$ cat src/rtl/can_tx_sched_if.sv
// Requester / CAN TX word-stream bundle for can_tx_sched.
// slave: scheduler side; master: requesters plus the CAN top.
interface can_tx_sched_if #(
    parameter int NREQ = 4
);
    logic [NREQ-1:0]    req_valid;
    logic [NREQ-1:0]    req_ready;
    logic [NREQ*32-1:0] req_data;
    logic               can_tx_valid;
    logic               can_tx_ready;
    logic [31:0]        can_tx_data;
    logic [3:0]         last_src;
    logic               hb_overrun;

    modport slave (
        input  req_valid, req_data, can_tx_ready,
        output req_ready, can_tx_valid, can_tx_data, last_src, hb_overrun
    );

    modport master (
        output req_valid, req_data, can_tx_ready,
        input  req_ready, can_tx_valid, can_tx_data, last_src, hb_overrun
    );
endinterface

$ cat src/rtl/can_tx_sched.sv
// Round-robin TX word scheduler with a one-deep output stage.
// Heartbeat injection is built only with CAN_TX_SCHED_HEARTBEAT_EN.
module can_tx_sched #(
    parameter int          NREQ      = 4,
    parameter logic [31:0] HB_PERIOD = 32'd1000000,
    parameter logic [7:0]  HB_TAG    = 8'hA5
) (
    input logic           clk,
    input logic           rstn,
    can_tx_sched_if.slave bus
);
    localparam int IW = $clog2(NREQ);

    logic          out_valid_q, out_valid_d;
    logic [31:0]   can_tx_data_q, can_tx_data_d;
    logic [3:0]    last_src_q, last_src_d;
    logic [IW-1:0] rr_ptr_q, rr_ptr_d;

    logic          load_en;
    logic          found;
    logic [IW-1:0] win;
    logic [IW:0]   idx;
    logic          hb_pending;
    logic [7:0]    hb_seq;

    assign load_en = ~out_valid_q | bus.can_tx_ready;

    // Scan from rr_ptr, wrapping modulo NREQ.
    always_comb begin
        found = 1'b0;
        win   = '0;
        idx   = '0;
        for (int k = 0; k < NREQ; k++) begin
            idx = {1'b0, rr_ptr_q} + (IW + 1)'(k);
            if (idx >= (IW + 1)'(NREQ)) begin
                idx = idx - (IW + 1)'(NREQ);
            end
            if (!found && bus.req_valid[idx[IW-1:0]]) begin
                found = 1'b1;
                win   = idx[IW-1:0];
            end
        end
    end

    always_comb begin
        out_valid_d   = out_valid_q;
        can_tx_data_d = can_tx_data_q;
        last_src_d    = last_src_q;
        rr_ptr_d      = rr_ptr_q;
        bus.req_ready = '0;
        if (load_en) begin
            if (hb_pending) begin
                out_valid_d   = 1'b1;
                can_tx_data_d = {HB_TAG, hb_seq, 16'h0000};
                last_src_d    = 4'hF;
            end else if (found) begin
                out_valid_d        = 1'b1;
                can_tx_data_d      = bus.req_data[32*win +: 32];
                last_src_d         = 4'(win);
                rr_ptr_d           = (win == IW'(NREQ - 1)) ? '0 : win + IW'(1);
                bus.req_ready[win] = rstn;
            end else begin
                out_valid_d = 1'b0;
            end
        end
    end

    always_ff @(posedge clk or negedge rstn) begin
        if (!rstn) begin
            out_valid_q   <= 1'b0;
            can_tx_data_q <= '0;
            last_src_q    <= 4'h0;
            rr_ptr_q      <= '0;
        end else begin
            out_valid_q   <= out_valid_d;
            can_tx_data_q <= can_tx_data_d;
            last_src_q    <= last_src_d;
            rr_ptr_q      <= rr_ptr_d;
        end
    end

    assign bus.can_tx_valid = out_valid_q;
    assign bus.can_tx_data  = can_tx_data_q;
    assign bus.last_src     = last_src_q;

`ifdef CAN_TX_SCHED_HEARTBEAT_EN
    logic [31:0] hb_cnt_q, hb_cnt_d;
    logic [7:0]  hb_seq_q, hb_seq_d;
    logic        hb_pending_q, hb_pending_d;
    logic        hb_overrun_q, hb_overrun_d;
    logic        hb_tick;

    // A tick while the pending heartbeat cannot load is dropped and flagged.
    always_comb begin
        hb_tick      = (hb_cnt_q == HB_PERIOD - 32'd1);
        hb_cnt_d     = hb_tick ? '0 : hb_cnt_q + 32'd1;
        hb_pending_d = hb_tick | (hb_pending_q & ~load_en);
        hb_overrun_d = hb_tick & hb_pending_q & ~load_en;
        hb_seq_d     = hb_seq_q;
        if (hb_pending_q && load_en) begin
            hb_seq_d = hb_seq_q + 8'd1;
        end
    end

    always_ff @(posedge clk or negedge rstn) begin
        if (!rstn) begin
            hb_cnt_q     <= '0;
            hb_seq_q     <= '0;
            hb_pending_q <= 1'b0;
            hb_overrun_q <= 1'b0;
        end else begin
            hb_cnt_q     <= hb_cnt_d;
            hb_seq_q     <= hb_seq_d;
            hb_pending_q <= hb_pending_d;
            hb_overrun_q <= hb_overrun_d;
        end
    end

    assign hb_pending     = hb_pending_q;
    assign hb_seq         = hb_seq_q;
    assign bus.hb_overrun = hb_overrun_q;
`else
    logic unused_hb_period;

    assign hb_pending       = 1'b0;
    assign hb_seq           = 8'h00;
    assign bus.hb_overrun   = 1'b0;
    assign unused_hb_period = ^HB_PERIOD;
`endif
endmodule

$ cat src/flat_wrapper.sv
// flat-port wrapper written by rule: the top's interface ports become plain ports
module can_tx_sched_flat 
#(
    parameter int          NREQ      = 4,
    parameter logic [31:0] HB_PERIOD = 32'd1000000,
    parameter logic [7:0]  HB_TAG    = 8'hA5
)
  (clk, rstn, bus_req_valid, bus_req_data, bus_can_tx_ready, bus_req_ready, bus_can_tx_valid, bus_can_tx_data, bus_last_src, bus_hb_overrun);
  can_tx_sched_if #(.NREQ(NREQ)) bus_i ();
  input logic clk;
  input logic rstn;
  input wire logic [$bits(bus_i.req_valid)-1:0] bus_req_valid;
  input wire logic [$bits(bus_i.req_data)-1:0] bus_req_data;
  input wire logic [$bits(bus_i.can_tx_ready)-1:0] bus_can_tx_ready;
  output wire logic [$bits(bus_i.req_ready)-1:0] bus_req_ready;
  output wire logic [$bits(bus_i.can_tx_valid)-1:0] bus_can_tx_valid;
  output wire logic [$bits(bus_i.can_tx_data)-1:0] bus_can_tx_data;
  output wire logic [$bits(bus_i.last_src)-1:0] bus_last_src;
  output wire logic [$bits(bus_i.hb_overrun)-1:0] bus_hb_overrun;
  assign bus_i.req_valid = bus_req_valid;
  assign bus_i.req_data = bus_req_data;
  assign bus_i.can_tx_ready = bus_can_tx_ready;
  assign bus_req_ready = bus_i.req_ready;
  assign bus_can_tx_valid = bus_i.can_tx_valid;
  assign bus_can_tx_data = bus_i.can_tx_data;
  assign bus_last_src = bus_i.last_src;
  assign bus_hb_overrun = bus_i.hb_overrun;
  can_tx_sched #(.NREQ(NREQ), .HB_PERIOD(HB_PERIOD), .HB_TAG(HB_TAG)) u_core (.clk(clk), .rstn(rstn), .bus(bus_i));
endmodule
$ cat config.mk
export PLATFORM = sky130hd
export DESIGN_NAME = can_tx_sched_flat
export DESIGN_NICKNAME = d
export VERILOG_FILES = /design/src/rtl/can_tx_sched_if.sv /design/src/rtl/can_tx_sched.sv /design/src/flat_wrapper.sv
export SDC_FILE = /design/constraint.sdc
export NUM_CORES = 1
export LEC_CHECK = 0
export CAP_MARGIN = 30
export CELL_PAD_IN_SITES_DETAIL_PLACEMENT = 1
export CELL_PAD_IN_SITES_GLOBAL_PLACEMENT = 2
export CORE_UTILIZATION = 21
export CTS_CLUSTER_DIAMETER = 120
export DETAILED_ROUTE_END_ITERATION = 8
export PLACE_DENSITY = 0.83
export SYNTH_ARGS = -nofsm -noshare
export SYNTH_HDL_FRONTEND = slang
export SYNTH_SLANG_ARGS = --single-unit
export TNS_END_PERCENT = 5
$ cat constraint.sdc
create_clock -name clk -period 3.15 [get_ports clk]
set_clock_uncertainty 0.2 [all_clocks]
set_input_delay 0.4725 -clock clk [delete_from_list [all_inputs] [get_ports clk]]
set_output_delay 0.4725 -clock clk [all_outputs]
set_load 0.02 [all_outputs]
==> impl_summary.md, run 1 <==
Pwr
The switching part of the total is 0.382. Of the total power, the clock network draws 0.198. Summed over all cells, the static leakage comes to 1.88 nW. The worst supply voltage drop on vdd is 0.245 mV. The internal power of the cells totals between 0.0015 and 0.002 W. In this run the power spent charging and discharging nets is 0.000941 W. The sequential cell fraction of total power is 0.281. The combinational power share is 0.520.

The power density over cell area is around 550 mW/mm^2. The design draws 0.00246 W.

Cells and area
In the layout the commonest cells are sky130_fd_sc_hd__clkdlybuf4s50_1, sky130_fd_sc_hd__dfrtp_1, sky130_fd_sc_hd__mux2i_1, sky130_fd_sc_hd__nor2_1, sky130_fd_sc_hd__o22ai_1. Leaving out fill and tap cells, the most frequent cell in the layout is sky130_fd_sc_hd__clkdlybuf4s50_1. The area growth from synthesis to layout is 77.9%. The fill cell instance count of the final layout is between 1000 and 1500. The number of antenna diodes in the final layout is 0. The finished layout holds 546 standard cells, fillers aside. In the final layout, the share of cells above drive strength 1 is 0.149.

The number of nets in the final layout is between 500 and 600.

Global route
The via count of the first global-routing pass is 2948. Across every metal layer, demand over resource in global routing totals 0.159. The first global-routing pass estimated between 15000 and 20000 um of wire.

For this run the aggregate overflow at the end of global routing stands at 0. Entering global routing, the biggest net connects 38 pins. The number of antenna violations at the first check in global routing is 0.

STA
Dividing the final minimum period by the clock period gives 0.955. The final number of hold-violating endpoints is 0. The clock period minus final worst setup slack is 3.01 ns. The number of pins exceeding their max-slew limit in the final report is 0. Derived from the worst setup path, the maximum achievable clock frequency is 0.332 GHz. Setup violations remaining at the end of the flow were counted as 0. At the pin with the least slew margin, the transition time is 0.612 ns.

The headroom to the max-slew limit is 0.592. Setup repair after global routing left no endpoint under its margin.

Synthesis
Of the synthesized area, sequential elements account for 0.366. In the synthesized netlist, the number of instances is 234. The synthesized netlist occupies a cell area of 0.00253 sq mm. The netlist uses 30 different library cells. Synthesis inferred 37 register bits. The synthesis warning total is 0.

Averaged over all synthesized cells, the footprint is about 11 sq um.

Floorplanning
The die area is 0.0125 sq mm. The horizontal die dimension is 112 um. The number of top-level design ports is 177.

For this configuration, the core starts out at a cell density of 0.219. The row count is 39. The vertical die dimension is 112 um.

The core area is 0.0116 sq mm.

Drt
The final route contains 2632 vias. The overall routed net length is 9820 um. Using the TritonRoute via totals, the vias-per-cell ratio works out to 4.82. Once detail routing completed, the nets flagged for antenna violations numbered 0. Dividing the detail-routed wire length by the instance count gives 18.0 um. The number of remaining DRC errors is 9.

The detailed router finished its first iteration with 94 violations. The pre-antenna-repair detailed-routing pass consisted of 6 iterations.

Critical path
The worst setup path is of the in -> out kind. The type of destination of the critical path is an output port. Data on the critical path is required at its endpoint by 2.48 ns.

The launching element type of the critical path is an input pin. The data arrival time of the critical path is 2.34 ns. In this run the worst path has a maximum fanout of 5.

Run status
The run finished, with violations left. The final reports fail on DRC.

Worst hold path
The path class of the tightest hold or removal check is in -> async.

Placed design
The total of buffers placed on input and output ports is 173. Detailed placement ended at an HPWL of roughly 7100 um. Routability-driven placement finished with a final weighted congestion of 0.727. After detailed placement, the design holds a cell count of 538.

CTS
The sink count of the clock tree is 37. The H-tree was split into 2 levels. Counting along the longest clock path gives a buffer depth of 2. TritonCTS built the clock tree. The number of setup buffers added after CTS is 0. The clock insertion delay at the later pin of the skew report is 0.27 ns.

CTS placed an instance of sky130_fd_sc_hd__clkbuf_16 at the clock tree root. The number of buffers inserted during clock tree synthesis is 5. The CTS clock-pin slew for the worst setup and hold paths is roughly 0.060 ns.

Buffers inserted to repair hold after CTS numbered 0.

Run
Across the run, the number of max-cap violations was 0.
==> through the flow <==
stage	hold slack (ns)	setup TNS, ns	util	area, sq um	setup WS (ns)
2_1_floorplan	-0.0231	0	-	2540	0.909
3_3_place_gp	0.268	0	0.375	4330	0.0537
3_5_place_dp	0.271	-0.0332	0.375	4330	-0.0332
4_1_cts	0.138	0	0.387	4480	0.0197
5_1_grt	0.164	0	0.389	4500	0.0808
6_report	0.0957	0	0.389	4500	0.142
==> worst paths after layout <==
| path | startpoint | to | slack (ns) | cells past startpoint |
|---|---|---|---|---|
| max in group asynchronous | rstn | u_core.bus.can_tx_valid | 2.28 | 2 |
| min in group clk | u_core.bus.last_src[0] | u_core.bus.last_src[0] | 0.29 | 1 |
| hold / removal | rstn | u_core.bus.can_tx_data[30] | 0.1 | 2 |
| hold reg to reg | u_core.bus.last_src[0] | u_core.bus.last_src[0] | 0.29 | 1 |
| setup / recovery | bus_req_valid[0] | bus_req_ready[1] | 0.14 | 6 |
| setup reg to reg | u_core.rr_ptr_q[0] | u_core.bus.can_tx_data[3] | 0.81 | 6 |
==> state kept, by name (all words and copies together), names as in the netlist <==
name,cells
u_core.bus.can_tx_valid,1
u_core.rr_ptr_q,2
u_core.bus.last_src,2
u_core.bus.can_tx_data,32
==> routing by layer <==
layer,track usage,wire (um),vias up
met4,0.0468,144,0
met5,0,0,-
met1,0.176,3750,1289
li1,-,-,1237
met2,0.298,5220,96
met3,0.0392,712,10
==> cells in the mapped netlist <==
library cell | number | area (sq um)
sky130_fd_sc_hd__a211o_4 | 1 | 17.5
sky130_fd_sc_hd__a21boi_0 | 1 | 7.51
sky130_fd_sc_hd__a21o_1 | 2 | 15.0
sky130_fd_sc_hd__a21oi_1 | 8 | 40.0
sky130_fd_sc_hd__a21oi_2 | 1 | 8.76
sky130_fd_sc_hd__a221oi_1 | 3 | 26.3
sky130_fd_sc_hd__a221oi_2 | 29 | 435
sky130_fd_sc_hd__and3_1 | 3 | 18.8
sky130_fd_sc_hd__and4_1 | 1 | 8.76
sky130_fd_sc_hd__buf_12 | 3 | 60.1
sky130_fd_sc_hd__buf_2 | 7 | 35.0
sky130_fd_sc_hd__buf_4 | 6 | 45.0
sky130_fd_sc_hd__buf_6 | 6 | 67.6
sky130_fd_sc_hd__clkbuf_1 | 1 | 3.75
sky130_fd_sc_hd__conb_1 | 1 | 3.75
sky130_fd_sc_hd__dfrtp_1 | 37 | 926
sky130_fd_sc_hd__dlymetal6s2s_1 | 2 | 25.0
sky130_fd_sc_hd__ha_1 | 1 | 12.5
sky130_fd_sc_hd__inv_1 | 5 | 18.8
sky130_fd_sc_hd__mux2i_1 | 33 | 330
sky130_fd_sc_hd__nand2_1 | 9 | 33.8
sky130_fd_sc_hd__nand2b_2 | 1 | 8.76
sky130_fd_sc_hd__nor2_1 | 33 | 124
sky130_fd_sc_hd__nor3_1 | 1 | 5.00
sky130_fd_sc_hd__nor3b_2 | 1 | 12.5
sky130_fd_sc_hd__nor4_1 | 1 | 6.26
sky130_fd_sc_hd__o211a_1 | 1 | 10.0
sky130_fd_sc_hd__o21ai_0 | 3 | 15.0
sky130_fd_sc_hd__o21ai_2 | 1 | 8.76
sky130_fd_sc_hd__o22ai_1 | 32 | 200
==> cell type report <==
| class | count | area (sq um) | share of cell area |
|---|---|---|---|
| clock inverters | 3 | 17.5 | 0.00389 |
| flip-flops and latches | 37 | 926 | 0.206 |
| well taps | 143 | 179 | 0.0397 |
| multi-input cells | 169 | 1390 | 0.310 |
| clock buffers | 5 | 125 | 0.0278 |
| repair buffers | 184 | 1840 | 0.409 |
| inverters | 5 | 18.8 | 0.00417 |
==> worst max-delay path, stage by stage <==
cell                              delay [ns]
sky130_fd_sc_hd__clkdlybuf4s50_1        0.52
sky130_fd_sc_hd__buf_4                  0.21
sky130_fd_sc_hd__o21ai_0                0.14
sky130_fd_sc_hd__o211a_2                0.22
sky130_fd_sc_hd__and3_1                 0.16
sky130_fd_sc_hd__clkdlybuf4s50_1        0.60
==> power by group through the flow <==
stage,Combinational (W),Sequential [W],Clock (W)
after floorplan,0.000619,0.000831,0
after global placement,0.00128,0.000689,0
after detailed placement,0.00130,0.000698,0
after CTS,0.00130,0.000690,0.000509
after global routing,0.00137,0.000713,0.000528
final,0.00128,0.000694,0.000489
==> what timing repair did <==
| action | 4_1_cts | 5_1_grt |
|---|---|---|
| pin swaps | 0 | 1 |
| resized for setup | 1 | 6 |
| setup endpoints to repair | 1 | 3 |
==> logic make-up (layout without fill, tap and decap cells) <==
| group | count (synthesis) | count (layout) | share of synthesized area |
|---|---|---|---|
| simple gates | 50 | 50 | 0.0861 |
| fa+ha+maj | 1 | 1 | 0.00494 |
| buf+inv | 30 | 197 | 0.101 |
| mux | 33 | 33 | 0.131 |
| compound gates | 82 | 82 | 0.310 |
| other cells | 1 | 3 | 0.00148 |
| flops | 37 | 37 | 0.366 |
(Power assumes the default switching activity.)
==> run 2: changes to the inputs <==
--- a/config.mk
+++ b/config.mk
@@ -11,6 +11,7 @@
 export CORE_UTILIZATION = 21
 export CTS_CLUSTER_DIAMETER = 120
 export DETAILED_ROUTE_END_ITERATION = 8
+export MAX_ROUTING_LAYER = met4
 export PLACE_DENSITY = 0.83
 export SYNTH_ARGS = -nofsm -noshare
 export SYNTH_HDL_FRONTEND = slang
==> impl_summary.md, run 2 (synthesis gave the netlist of run 1 again) <==
Run status
Run status: finished, violations left (unchanged). Violations in the final reports: DRC (unchanged).

STA
The post-route clock period utilization is 0.955 (about the same). The number of pins exceeding their max-slew limit in the final report is 0 (unchanged). The total negative setup slack is 0 ns (unchanged).

The number of setup violations in the final report was 0 (unchanged). The achievable frequency was 0.332 GHz (about the same). The final number of hold-violating endpoints is 0 (unchanged).

RSZ-0062 raised after global routing: false (unchanged). The clock period minus final worst setup slack is 3.01 ns (about the same). The actual slew at the worst max-slew pin is 0.609 ns (was 0.612 ns). The final worst hold slack is 0.0977 ns (was 0.0957 ns). The headroom to the max-slew limit is 0.594 (was 0.592).

Global route
The largest net degree at the start of global routing is 38 (unchanged). The via count of the first global-routing pass is 2952 (was 2948). The combined global-route utilization of all metal layers is 0.164 (was 0.159).

The leftover overflow at the end of global routing is 0 (unchanged). The number of antenna violations at the first check in global routing is 0 (unchanged). The first-pass GRT wire length came to 15700 um (about the same).

Pwr
The switching component of the power is 0.000942 W (was 0.000941 W). The clock group share of total power came to 0.199 (was 0.198). The power density over cell area is 548 mW/mm^2 (about the same). The internal portion of total power came to 0.00152 W (about the same). The sequential cell fraction of total power is 0.281 (about the same). The leakage power is 1.88 nW (unchanged).

The switching part of the total is 0.382 (about the same). The worst supply voltage drop on vdd is 0.245 mV (about the same). The combinational power share is 0.520 (about the same).

Worst hold path
The worst min-delay path category is in -> async (unchanged).

CTS
The master cell of the clock root buffer is sky130_fd_sc_hd__clkbuf_16 (unchanged). The CTS clock-pin slew for the worst setup and hold paths is 0.06 ns (about the same). The clock insertion delay at the later pin of the skew report is 0.28 ns (was 0.27 ns).

The post-cts hold buffer count is 0 (unchanged). The sink count of the clock tree is 37 (unchanged). The CTS tree is yes (unchanged). The number of buffers inserted during clock tree synthesis was 5 (unchanged). The H-tree level count is 2 (unchanged). The maximum number of buffers from clock root to sink is 2 (unchanged).

Critical path
The launching element type of the critical path is an input pin (unchanged). The required time of the critical path is 2.48 ns (about the same). The data arrival time of the critical path is 2.34 ns (about the same). The worst-path maximum fanout is 5 (unchanged).

The type of destination of the critical path is an output port (unchanged). The type of the setup path with the least slack was in -> out (unchanged).

Cells and area
The area growth from synthesis to layout is 77.9% (unchanged). The combined flip-flop and latch cell area came to 926 sq um (unchanged). Commonest non-fill, non-tap cells in the layout: sky130_fd_sc_hd__clkdlybuf4s50_1, sky130_fd_sc_hd__dfrtp_1, sky130_fd_sc_hd__mux2i_1, sky130_fd_sc_hd__nor2_1, sky130_fd_sc_hd__o22ai_1 (unchanged).

The number of flip-flops under the largest register name was 32 (unchanged). The fraction of layout instances using a drive strength above 1 is 0.149 (unchanged). The final cell area excluding filler cells is 0.00450 sq mm (unchanged). The number of standard cells in the layout, taps in and fillers out came to 546 (unchanged). The final antenna diode count is 0 (unchanged). The number of nets in the final layout is 538 (unchanged). The leading cell type in the layout, fill and taps excluded is sky130_fd_sc_hd__clkdlybuf4s50_1 (unchanged). The area occupied by multi-input gates is 0.00139 sq mm (unchanged). The fill cell instance count of the final layout was 1284 (unchanged).

Drt
The number of detailed-route iterations in the first pass is 5 (was 6). The number of design-rule violations left by the first detailed-router iteration is 96 (was 94). The via density per instance is 4.80 (was 4.82). The overall routed net length came to 9840 um (was 9820 um). The total number of vias is 2623 (was 2632). The number of remaining DRC errors is 9 (unchanged). The number of routed nets with antenna violations is 0 (unchanged). The final routed wire length divided by cell count is 18.0 um (about the same).

Floorplanning
The vertical die dimension is 112 um (unchanged). The row count is 39 (unchanged). The starting density of the core is 0.219 (unchanged). The number of top-level design ports was 177 (unchanged). The die area is 0.0125 sq mm (unchanged). The core area was 0.0116 sq mm (unchanged). The horizontal die dimension is 112 um (unchanged).

Placed design
The placed instance area is 0.00433 sq mm (unchanged). The post-detailed-placement half-perimeter wirelength came to 7060 um (unchanged). The total of buffers placed on input and output ports came to 173 (unchanged). The number of cells in the design after placement is 538 (unchanged). The final estimated routing congestion in global placement came to 0.736 (was 0.727).

Run
The max-cap check violation count was 0 (unchanged).
-- run 2: critical path, cell delays in order --
cell	delay, ns
sky130_fd_sc_hd__clkdlybuf4s50_1	0.52
sky130_fd_sc_hd__buf_4	0.21
sky130_fd_sc_hd__o21ai_0	0.14
sky130_fd_sc_hd__o211a_2	0.23
sky130_fd_sc_hd__and3_1	0.16
sky130_fd_sc_hd__clkdlybuf4s50_1	0.60
-- run 2: repair_timing --
item / CTS / global route
setup buffers: 0 / 0
gates resized for setup: 1 / 6
endpoints found under the setup margin: 1 / 3
pin swaps: 0 / 1
-- run 2: cell type report --
cell class,instances,share of cell area
Clock inverter,3,0.00389
Sequential cell,37,0.206
Inverter,5,0.00417
Multi-Input combinational cell,169,0.310
Clock buffer,5,0.0278
Tap cell,143,0.0397
Timing Repair Buffer,184,0.409
-- run 2: final timing paths --
check                                        from                    endpoint  slack (ns)  cells after the start
max                              bus_req_valid[0]            bus_req_ready[1]        0.14                      6
min                                          rstn  u_core.bus.can_tx_data[30]         0.1                      2
max reg2reg                    u_core.rr_ptr_q[1]  u_core.bus.can_tx_data[15]        0.83                      6
min reg2reg                u_core.bus.last_src[0]      u_core.bus.last_src[0]        0.29                      1
max in group asynchronous                    rstn   u_core.bus.can_tx_data[4]        2.27                      2
min in group clk           u_core.bus.last_src[0]      u_core.bus.last_src[0]        0.29                      1
-- run 2: layer usage --
metal,part of all wire,up-vias,global-route usage
li1,-,1237,-
met1,0.39,1280,0.181
met2,0.53,96,0.298
met3,0.061,10,0.0316
met4,0.015,0,0.0468
met5,0,-,-
-- run 2: through the flow --
stage / total power (W) / utilization / worst slack (ns)
6_report: 0.00247 / 0.389 / 0.141
5_1_grt: 0.00262 / 0.389 / 0.0808
4_1_cts: 0.00250 / 0.387 / 0.0197
3_5_place_dp: 0.00199 / 0.375 / -0.0332
3_3_place_gp: 0.00197 / 0.375 / 0.0537
2_1_floorplan: 0.00145 / - / 0.909
-- run 2: power groups by stage --
stage | Clock [W] | Combinational [W] | Sequential (W)
global route | 0.000529 | 0.00137 | 0.000713
global placement | 0 | 0.00128 | 0.000689
floorplan | 0 | 0.000619 | 0.000831
detailed placement | 0 | 0.00130 | 0.000698
finish | 0.000490 | 0.00128 | 0.000694
CTS | 0.000509 | 0.00130 | 0.000690
==> run 3: changes to the inputs <==
--- a/config.mk
+++ b/config.mk
@@ -10,9 +10,10 @@
 export CELL_PAD_IN_SITES_GLOBAL_PLACEMENT = 2
 export CORE_UTILIZATION = 21
 export CTS_CLUSTER_DIAMETER = 120
+export CTS_CLUSTER_SIZE = 28
 export DETAILED_ROUTE_END_ITERATION = 8
 export MAX_ROUTING_LAYER = met4
-export PLACE_DENSITY = 0.83
+export PLACE_DENSITY = 0.95
 export SYNTH_ARGS = -nofsm -noshare
 export SYNTH_HDL_FRONTEND = slang
 export SYNTH_SLANG_ARGS = --single-unit
==> impl_summary.md, run 3 (synthesis gave the netlist of run 1 again) <==
Cells and area
The number of nets in the final layout is 538 (unchanged). The fraction of layout instances using a drive strength above 1 is 0.144 (was 0.149). The number of flip-flops under the largest register name is 32 (unchanged). The number of standard cells in the layout, taps in and fillers out came to 546 (unchanged). The area growth from synthesis to layout is 76.3% (was 77.9%). The utilization of the core after routing came to 0.386 (was 0.389).

The leading cell type in the layout, fill and taps excluded is sky130_fd_sc_hd__clkdlybuf4s50_1 (unchanged). The final antenna diode count is 0 (unchanged). Commonest non-fill, non-tap cells in the layout: sky130_fd_sc_hd__clkdlybuf4s50_1, sky130_fd_sc_hd__dfrtp_1, sky130_fd_sc_hd__mux2i_1, sky130_fd_sc_hd__nor2_1, sky130_fd_sc_hd__o22ai_1 (unchanged).

Global route
The first-pass GRT wire length is 15700 um (about the same). The via count of the first global-routing pass is 2934 (was 2952). The largest net degree at the start of global routing came to 38 (unchanged). The combined global-route utilization of all metal layers was 0.166 (was 0.164). The number of antenna violations at the first check in global routing is 0 (unchanged). The leftover overflow at the end of global routing is 0 (unchanged).

Drt
The number of detailed-route iterations in the first pass came to 6 (was 5). The number of remaining DRC errors came to 10 (was 9). The number of routed nets with antenna violations was 0 (unchanged). The total number of vias is 2606 (was 2623). The via density per instance was 4.77 (was 4.80).

The final routed wire length divided by cell count is 18.0 um (about the same). The number of design-rule violations left by the first detailed-router iteration is 67 (was 96). The overall routed net length came to 9830 um (was 9840 um).

Placed design
The final estimated routing congestion in global placement was 0.736 (about the same). The number of cells in the design after placement is 538 (unchanged). The total of buffers placed on input and output ports is 173 (unchanged). The post-detailed-placement half-perimeter wirelength is 7320 um (was 7060 um).

Critical path
The type of the setup path with the least slack is in -> out (unchanged). The data arrival time of the critical path is 2.29 ns (was 2.34 ns). The reg-to-reg startpoint is u_core.rr_ptr_q[1] (unchanged). The worst reg2reg path endpoint is u_core.bus.can_tx_data[5] (was u_core.bus.can_tx_data[15]). The required time of the critical path was 2.48 ns (about the same). The type of destination of the critical path was an output port (unchanged). The internal reg-to-reg setup slack came to 0.85 ns (was 0.83 ns). The launching element type of the critical path is an input pin (unchanged).

The worst-path maximum fanout is 6 (was 5). The count of cells along the worst register-to-register path is 6 (unchanged).

STA
The headroom to the max-slew limit is 0.601 (was 0.594). The total negative setup slack is 0 ns (unchanged). The final number of hold-violating endpoints came to 0 (unchanged). The number of pins exceeding their max-slew limit in the final report is 0 (unchanged). The clock period minus final worst setup slack is 2.96 ns (was 3.01 ns). The achievable frequency came to 0.337 GHz (was 0.332 GHz).

The number of setup violations in the final report was 0 (unchanged). RSZ-0062 raised after global routing: false (unchanged). The actual slew at the worst max-slew pin is 0.599 ns (was 0.609 ns).

The post-route clock period utilization is 0.941 (was 0.955).

Floorplanning
The vertical die dimension is 112 um (unchanged). The number of top-level design ports is 177 (unchanged). The die area is 0.0125 sq mm (unchanged). The horizontal die dimension is 112 um (unchanged). The starting density of the core came to 0.219 (unchanged). The row count was 39 (unchanged). The core area is 0.0116 sq mm (unchanged).

Pwr
The worst supply voltage drop on vdd is 0.197 mV (was 0.245 mV). The leakage power came to 1.84 nW (was 1.88 nW). The overall power of the completed layout came to 0.00244 W (was 0.00247 W). The power density over cell area is 547 mW/mm^2 (was 548 mW/mm^2).

CTS
The number of buffers inserted during clock tree synthesis was 5 (unchanged). The H-tree level count is 2 (unchanged). The post-cts hold buffer count is 0 (unchanged). The CTS clock-pin slew for the worst setup and hold paths is 0.06 ns (about the same). The CTS tree is yes (unchanged). The clock insertion delay at the later pin of the skew report is 0.28 ns (about the same).

The sink count of the clock tree is 37 (unchanged). The maximum number of buffers from clock root to sink is 2 (unchanged). The master cell of the clock root buffer is sky130_fd_sc_hd__clkbuf_16 (unchanged).

Run status
Run status: finished, violations left (unchanged). Violations in the final reports: DRC (unchanged).

Worst hold path
The worst min-delay path category is in -> async (unchanged).

Run
The max-cap check violation count is 0 (unchanged).
run 3: cell types whose count changed in the layout (fill, tap and decap cells not counted), sizes merged:
cell	previous run	this run
clkbuf	5	6
clkinvlp	1	0
dlygate4sd2	0	1
dlymetal6s2s	3	2
run 3: stage by stage:
stage,worst slack (ns),hold slack [ns],area (sq um)
floorplan,0.909,-0.0231,2540
global route,0.0642,0.179,4460
CTS,0.0392,0.135,4450
detailed placement,-0.136,0.269,4310
global placement,-0.00866,0.264,4310
finish,0.187,0.115,4460
run 3: what timing repair did:
item                       4_1_cts  5_1_grt
pin swaps                        1        0
gates resized for setup          3        2
setup endpoints to repair        2        3
setup buffers                    0        0
run 3: critical path, cell delays in order:
cell and delay (ns):
sky130_fd_sc_hd__clkdlybuf4s50_1 0.62, sky130_fd_sc_hd__nor4_1 0.10, sky130_fd_sc_hd__buf_4 0.16, sky130_fd_sc_hd__a21oi_4 0.15, sky130_fd_sc_hd__and3_1 0.19, sky130_fd_sc_hd__clkdlybuf4s50_1 0.60
run 3: power breakdown:
| part | total [W] | internal, W | switching (W) |
|---|---|---|---|
| clock network | 0.000484 | 0.000291 | 0.000194 |
| registers | 0.000691 | 0.000605 | 0.0000865 |
| logic | 0.00126 | 0.000615 | 0.000649 |
run 3: how the worst max path moves through the flow:
stage / start / endpoint / depth (start not counted)
2_1_floorplan: bus_req_valid[0] / bus_req_ready[3] / 8
3_3_place_gp: bus_req_valid[0] / bus_req_ready[3] / 8
3_5_place_dp: bus_req_valid[0] / bus_req_ready[3] / 7
4_1_cts: bus_req_valid[0] / bus_req_ready[2] / 7
5_1_grt: bus_req_valid[3] / bus_req_ready[1] / 5
6_report: bus_req_valid[3] / bus_req_ready[0] / 6
run 3: cell type report:
cell class / count / area (sq um)
clock buffer: 6 / 129
fill: 1312 / 7110
tap: 143 / 179
inverter: 5 / 18.8
timing repair buffer: 184 / 1810
clock inverter: 2 / 10.0
multi-input combinational: 169 / 1380
sequential: 37 / 926
run 3: per-layer routing:
layer  vias to the layer above  GRT usage  share of wire
met2                        95      0.311           0.54
met1                      1260      0.181           0.39
met4                         0     0.0459          0.014
met3                         8     0.0229          0.052
li1                       1243          -              -
met5                         -          -              0
